--- config.mk ---
export PLATFORM = sky130hd
export DESIGN_NAME = btn_debounce_pulse_flat
export DESIGN_NICKNAME = d
export VERILOG_FILES = /design/src/rtl/btn_debounce_pulse_if.sv /design/src/rtl/btn_debounce_pulse.sv /design/src/flat_wrapper.sv
export SDC_FILE = /design/constraint.sdc
export NUM_CORES = 1
export LEC_CHECK = 0
export CORE_AREA = 5 5 42 44
export DETAILED_ROUTE_END_ITERATION = 8
export DIE_AREA = 0 0 47 49
export GPL_ROUTABILITY_DRIVEN = 0
export PLACE_DENSITY = 0.6
export SYNTH_ARGS = -nofsm -noshare
export SYNTH_HDL_FRONTEND = slang
export SYNTH_SLANG_ARGS = --single-unit
--- constraint.sdc ---
create_clock -name clk -period 1.5 [get_ports clk]
set_input_delay 0.15 -clock clk [delete_from_list [all_inputs] [get_ports clk]]
set_output_delay 0.15 -clock clk [all_outputs]
set_load 0.05 [all_outputs]
--- src/rtl/btn_debounce_pulse_if.sv ---
// Signal bundle between a raw push-button source and the debounce/strobe block.
// The master side drives the raw button; the slave side (the debouncer) returns
// the conditioned level, the press/repeat and release strobes, and a busy flag.
interface btn_debounce_pulse_if;
    logic btn_in;     // raw asynchronous button, 1 = pressed
    logic btn_level;  // debounced button level
    logic btn_pulse;  // one-cycle strobe on accepted press and each auto-repeat
    logic rel_pulse;  // one-cycle strobe on accepted release
    logic busy;       // a level change is currently being qualified

    modport master (
        output btn_in,
        input  btn_level,
        input  btn_pulse,
        input  rel_pulse,
        input  busy
    );

    modport slave (
        input  btn_in,
        output btn_level,
        output btn_pulse,
        output rel_pulse,
        output busy
    );
endinterface

--- src/rtl/btn_debounce_pulse.sv ---
// Push-button conditioner feeding the increment enable of the 4-bit counter.
// The raw button passes through a two-flop synchroniser, a stability-count FSM
// accepts a level change only after DB_CYCLES identical samples, and the FSM
// emits one-cycle press/release strobes. With REPEAT_DLY > 0 the press strobe
// is re-issued after REPEAT_DLY held cycles and then every REPEAT_PER cycles.
module btn_debounce_pulse #(
    parameter int DB_CYCLES  = 4,
    parameter int REPEAT_DLY = 0,
    parameter int REPEAT_PER = 4
) (
    input  logic                 clk,
    input  logic                 rst,
    btn_debounce_pulse_if.slave  bus
);

    localparam int SW = $clog2(DB_CYCLES) + 1;
    localparam int HW = $clog2(REPEAT_DLY + 1) + 1;

    localparam logic [SW-1:0] STAB_ONE    = SW'(1);
    localparam logic [SW-1:0] STAB_LAST   = SW'(DB_CYCLES - 1);
    localparam logic [HW-1:0] HOLD_LAST   = HW'(REPEAT_DLY - 1);
    localparam logic [HW-1:0] HOLD_RELOAD = HW'(REPEAT_DLY - REPEAT_PER);
    localparam bit            REPEAT_EN   = (REPEAT_DLY > 0);

    // Reject parameter values the counters and compare points cannot represent.
    if (DB_CYCLES < 2 || DB_CYCLES > 65535) begin : g_bad_db_cycles
        $error("btn_debounce_pulse: DB_CYCLES must be in 2..65535");
    end
    if (REPEAT_DLY < 0) begin : g_bad_repeat_dly
        $error("btn_debounce_pulse: REPEAT_DLY must be >= 0");
    end
    if (REPEAT_DLY > 0 && (REPEAT_PER < 2 || REPEAT_PER > REPEAT_DLY)) begin : g_bad_repeat_per
        $error("btn_debounce_pulse: REPEAT_PER must be in 2..REPEAT_DLY");
    end

    typedef enum logic [1:0] {
        IDLE         = 2'd0,
        PRESS_WAIT   = 2'd1,
        PRESSED      = 2'd2,
        RELEASE_WAIT = 2'd3
    } state_t;

    logic            sync_p0;
    logic            sync_p1;
    state_t          state;
    logic [SW-1:0]   stab_cnt;
    logic [HW-1:0]   hold_cnt;
    logic            level_q;
    logic            pulse_q;
    logic            rel_q;

    // Two-flop synchroniser: sync_p1 is the only button sample the FSM ever sees.
    always_ff @(posedge clk or negedge rst) begin
        if (!rst) begin
            sync_p0 <= 1'b0;
            sync_p1 <= 1'b0;
        end else begin
            sync_p0 <= bus.btn_in;
            sync_p1 <= sync_p0;
        end
    end

    // Debounce FSM with stability counter, hold/repeat counter and registered strobes.
    always_ff @(posedge clk or negedge rst) begin
        if (!rst) begin
            state    <= IDLE;
            stab_cnt <= '0;
            hold_cnt <= '0;
            level_q  <= 1'b0;
            pulse_q  <= 1'b0;
            rel_q    <= 1'b0;
        end else begin
            // Strobes are single-cycle: cleared unless re-armed below.
            pulse_q <= 1'b0;
            rel_q   <= 1'b0;
            case (state)
                IDLE: begin
                    if (sync_p1) begin
                        state    <= PRESS_WAIT;
                        stab_cnt <= STAB_ONE;
                    end
                end
                PRESS_WAIT: begin
                    if (!sync_p1) begin
                        // Bounce: drop the partial count, level never changed.
                        state    <= IDLE;
                        stab_cnt <= '0;
                    end else if (stab_cnt == STAB_LAST) begin
                        state    <= PRESSED;
                        stab_cnt <= '0;
                        hold_cnt <= '0;
                        level_q  <= 1'b1;
                        pulse_q  <= 1'b1;
                    end else begin
                        stab_cnt <= stab_cnt + 1'b1;
                    end
                end
                PRESSED: begin
                    if (!sync_p1) begin
                        // hold_cnt is kept so a release bounce does not restart repeat timing.
                        state    <= RELEASE_WAIT;
                        stab_cnt <= STAB_ONE;
                    end else if (REPEAT_EN) begin
                        if (hold_cnt == HOLD_LAST) begin
                            // Reload so the next hit lands REPEAT_PER cycles later.
                            pulse_q  <= 1'b1;
                            hold_cnt <= HOLD_RELOAD;
                        end else begin
                            hold_cnt <= hold_cnt + 1'b1;
                        end
                    end
                end
                RELEASE_WAIT: begin
                    if (sync_p1) begin
                        state    <= PRESSED;
                        stab_cnt <= '0;
                    end else if (stab_cnt == STAB_LAST) begin
                        state    <= IDLE;
                        stab_cnt <= '0;
                        level_q  <= 1'b0;
                        rel_q    <= 1'b1;
                    end else begin
                        stab_cnt <= stab_cnt + 1'b1;
                    end
                end
                default: begin
                    state    <= IDLE;
                    stab_cnt <= '0;
                end
            endcase
        end
    end

    assign bus.btn_level = level_q;
    assign bus.btn_pulse = pulse_q;
    assign bus.rel_pulse = rel_q;
    assign bus.busy      = (state == PRESS_WAIT) || (state == RELEASE_WAIT);

endmodule

--- src/flat_wrapper.sv ---
// flat-port wrapper written by rule: the top's interface ports become plain ports
module btn_debounce_pulse_flat 
#(
    parameter int DB_CYCLES  = 4,
    parameter int REPEAT_DLY = 0,
    parameter int REPEAT_PER = 4
)
  (clk, rst, bus_btn_in, bus_btn_level, bus_btn_pulse, bus_rel_pulse, bus_busy);
  btn_debounce_pulse_if bus_i ();
  input  logic clk;
  input  logic rst;
  input wire logic [$bits(bus_i.btn_in)-1:0] bus_btn_in;
  output wire logic [$bits(bus_i.btn_level)-1:0] bus_btn_level;
  output wire logic [$bits(bus_i.btn_pulse)-1:0] bus_btn_pulse;
  output wire logic [$bits(bus_i.rel_pulse)-1:0] bus_rel_pulse;
  output wire logic [$bits(bus_i.busy)-1:0] bus_busy;
  assign bus_i.btn_in = bus_btn_in;
  assign bus_btn_level = bus_i.btn_level;
  assign bus_btn_pulse = bus_i.btn_pulse;
  assign bus_rel_pulse = bus_i.rel_pulse;
  assign bus_busy = bus_i.busy;
  btn_debounce_pulse #(.DB_CYCLES(DB_CYCLES), .REPEAT_DLY(REPEAT_DLY), .REPEAT_PER(REPEAT_PER)) u_core (.clk(clk), .rst(rst), .bus(bus_i));
endmodule
==> metrics.md <==
| Metric | Value |
|---|---|
| P per Cell Area | `1800 nW/µm²` |
| Initial Util | `28.3%` |
| Area after DPL | `475 µm²` |
| Fraction of layout cells with a size suffix above 1 | `20.9%` |
| Syn nets | `38` |
| Vias per inst | `4.73` |
| Number of cells produced by synthesis | `34` |
| Number of maximum-capacitance constraint violations | `0` |
| Maximum net fanout on the critical path | `6` |
| Layout filler cell count | `152` |
| Largest net degree at the start of global routing | `11` |
| Avg Cell Area, Syn | `11.7 µm²` |
| Slew margin rel. | `70.5%` |
| Crit Path Category | `flip-flop to flip-flop` |
| Sink count of the clock tree | `10` |
| Total iterations of the first detailed-routing run | `3` |
| Required @ worst endpoint | `1660 ps` |
| Finished Cell Area | `512 µm²` |
| CTS Hold Bufs | `0` |
| All-layer global routing usage | `6.58%` |
| Count of final setup violators | `0` |
| Buffers on Ports | `6` |
| Number of nets in the layout | `48` |
| Area of the die | `2300 µm²` |
| Worst Setup End Kind | `flip-flop` |
| Vias in the first global route | `281` |
| Number of max-slew violations in the final report | `0` |
| I/O pin total | `7` |
| Via Count | `279` |
| Skew final | `5.07 ps` |
| Area growth from synthesis to layout | `29.0%` |
| Horizontal die dimension | `47 µm` |
| Level count of the clock H-tree | `1` |
| Outcome | `finished clean` |
| Clock latency reported for the late side of the worst-skew pair | `270 ps` |
| Die extent in y | `49 µm` |
| Clock slew at reported path FFs | `70 ps` |
| Post CTS Setup Buffer Count | `0` |
| Share of the cycle needed by the critical path after routing | `78.7%` |
| Number of buffers inserted during clock tree synthesis | `3` |
| CTS-repair resized insts | `0` |
| Top cell family by delay on the critical path | `flip-flops` |
| RSZ-0062 raised after global routing | `no` |
| Buffers plus inverters on the worst setup path | `0` |
| Tmin final | `1180 ps` |
| Final worst-path setup slack | `319 ps` |
| Diode insertion count for antenna repair | `0` |
| Remaining DRCs | `0` |
| Max incr delay on CP | `470 ps` |
| Total of warnings raised by yosys | `0` |
| Root buffer selected by CTS | `sky130_fd_sc_hd__clkbuf_4` |
| Critical path, cell by cell | `xor2_2, and3_1, o21a_1` |
| CTS tree | `yes` |
| Data arrival time of the worst path | `1340 ps` |
| Cell variety after synth | `16` |
| Hold Violations, Final | `0` |
| Classification of the worst-slack hold path | `primary input to asynchronous set/reset pin` |
| Sequential share of the synthesized area | `63.1%` |
| Lkg Pwr | `0.236 nW` |
| Antenna violations before repair | `0` |
| Worst VDD drop | `902 µV` |
| Std-Cell Core Area | `1400 µm²` |
| Number of core rows | `14` |
| Global route total overflow | `0` |
| Number of buffers on the longest clock path | `2` |
| Transition time of the tightest slew-check pin | `441 ps` |
| ANT nets after route | `0` |
| Total length of routed wires | `653 µm` |
| Total Neg Setup Slack | `0 ps` |
| Final core utilization | `36.5%` |
| Wire length of the first global-routing pass | `1040 µm` |
| Element type at the critical path start | `flip-flop` |
| Worst-case setup slack after placement | `329 ps` |
| Routed length per placed instance | `11.1 µm` |
| Max Clock Freq | `847 MHz` |
| Library cell contributing the largest single delay on the critical path | `sky130_fd_sc_hd__dfrtp_1` |
| Post-synthesis instance area | `397 µm²` |
| Violation count after the first detailed-route iteration | `5` |
| Yosys reg bits | `10` |
| HPWL Detailed | `483 µm` |
## metal layers
| layer | GRT usage, % | up-vias | share of wire, % |
|---|---|---|---|
| met4 | 6.91 | 0 | 4.6 |
| li1 | - | 132 | - |
| met5 | 0 | - | 0 |
| met3 | 2.58 | 3 | 5.4 |
| met1 | 6.45 | 136 | 45 |
| met2 | 9.50 | 8 | 45 |
## metrics by stage
stage                     total power [mW]  std cells  hold WS (ps)
after floorplan                      0.581         34          -146
after global placement               0.687         55           336
after detailed placement             0.692         55           344
after CTS                            0.937         59           197
after global routing                 0.979         59           218
final                                0.922         59           189
## cell usage after synthesis, drive strengths merged
library cell   n  area share (%)
dfrtp         10              63
nand2          4             3.8
nor2           4             3.8
o21ai          3             3.8
a21oi          2             2.5
and3           1             1.6
and3b          1             2.2
clkbuf         1            0.95
ha             1             3.2
inv            1            0.95
nand3b         1             1.9
nor3b          1             1.9
o2111ai        1             2.2
o21a           1             1.9
xnor2          1             2.2
xor2           1             4.1
## cell usage in the layout, fill, tap and decap left out
cell,n
sky130_fd_sc_hd__dfrtp_1,10
sky130_fd_sc_hd__nand2_1,4
sky130_fd_sc_hd__nor2_1,4
sky130_fd_sc_hd__o21ai_0,3
sky130_fd_sc_hd__clkbuf_4,3
sky130_fd_sc_hd__buf_4,3
sky130_fd_sc_hd__a21oi_1,2
sky130_fd_sc_hd__clkdlybuf4s50_1,2
sky130_fd_sc_hd__nand3b_1,1
sky130_fd_sc_hd__nor3b_1,1
sky130_fd_sc_hd__and3b_1,1
sky130_fd_sc_hd__xor2_2,1
sky130_fd_sc_hd__xnor2_1,1
sky130_fd_sc_hd__inv_1,1
sky130_fd_sc_hd__o2111ai_1,1
sky130_fd_sc_hd__and3_1,1
sky130_fd_sc_hd__o21a_1,1
sky130_fd_sc_hd__ha_1,1
sky130_fd_sc_hd__clkbuf_8,1
sky130_fd_sc_hd__buf_12,1
## logic make-up (layout without fill, tap and decap cells)
logic type	after synthesis	after routing	share of synthesized area [%]
fa+ha+maj	1	1	3.15
buf+inv	2	11	1.89
compound gates	7	7	10.4
flops	10	10	63.1
xor+xnor	2	2	6.31
simple gates	12	12	15.1
## worst paths after layout
path,from,end,slack [ps],depth (start not counted)
min,rst,u_core.bus.btn_pulse,190,1
max,flip-flop,u_core.stab_cnt[2],320,3
min reg2reg,u_core.sync_p0,u_core.sync_p1,350,0
max in group asynchronous,rst,u_core.bus.btn_level,1000,1
min in group clk,bus_btn_in,u_core.sync_p0,320,1
max reg2reg,flip-flop,u_core.stab_cnt[2],320,3
## worst register-to-register path, delay by kind of cell (launching register included)
| kind | cells | cell delay [ps] |
|---|---|---|
| flops | 1 | 470 |
| simple gates | 1 | 200 |
| xor+xnor | 1 | 230 |
| compound gates | 1 | 180 |
## sequential cells by signal, indices dropped and copies added, names as in the netlist, named ones only
signal	cells
u_core.bus.btn_level	1
u_core.bus.btn_pulse	1
u_core.bus.rel_pulse	1
u_core.stab_cnt	3
u_core.state	1
u_core.sync_p0	1
u_core.sync_p1	1
## layout make-up
type | instances | area [µm²] | share of cell area [%]
Multi-Input combinational cell | 22 | 139 | 27.1
Sequential cell | 10 | 250 | 48.9
Clock buffer | 4 | 36.3 | 7.09
Timing Repair Buffer | 6 | 62.6 | 12.2
Tap cell | 16 | 20.0 | 3.91
Inverter | 1 | 3.75 | 0.733
## power by group
part / internal, mW / switching (mW) / total, mW
Combinational: 0.131 / 0.147 / 0.277
Sequential: 0.325 / 0.0789 / 0.404
Clock: 0.147 / 0.0940 / 0.241
Total: 0.603 / 0.320 / 0.922
Note: power is estimated with default switching activity, not from simulation.
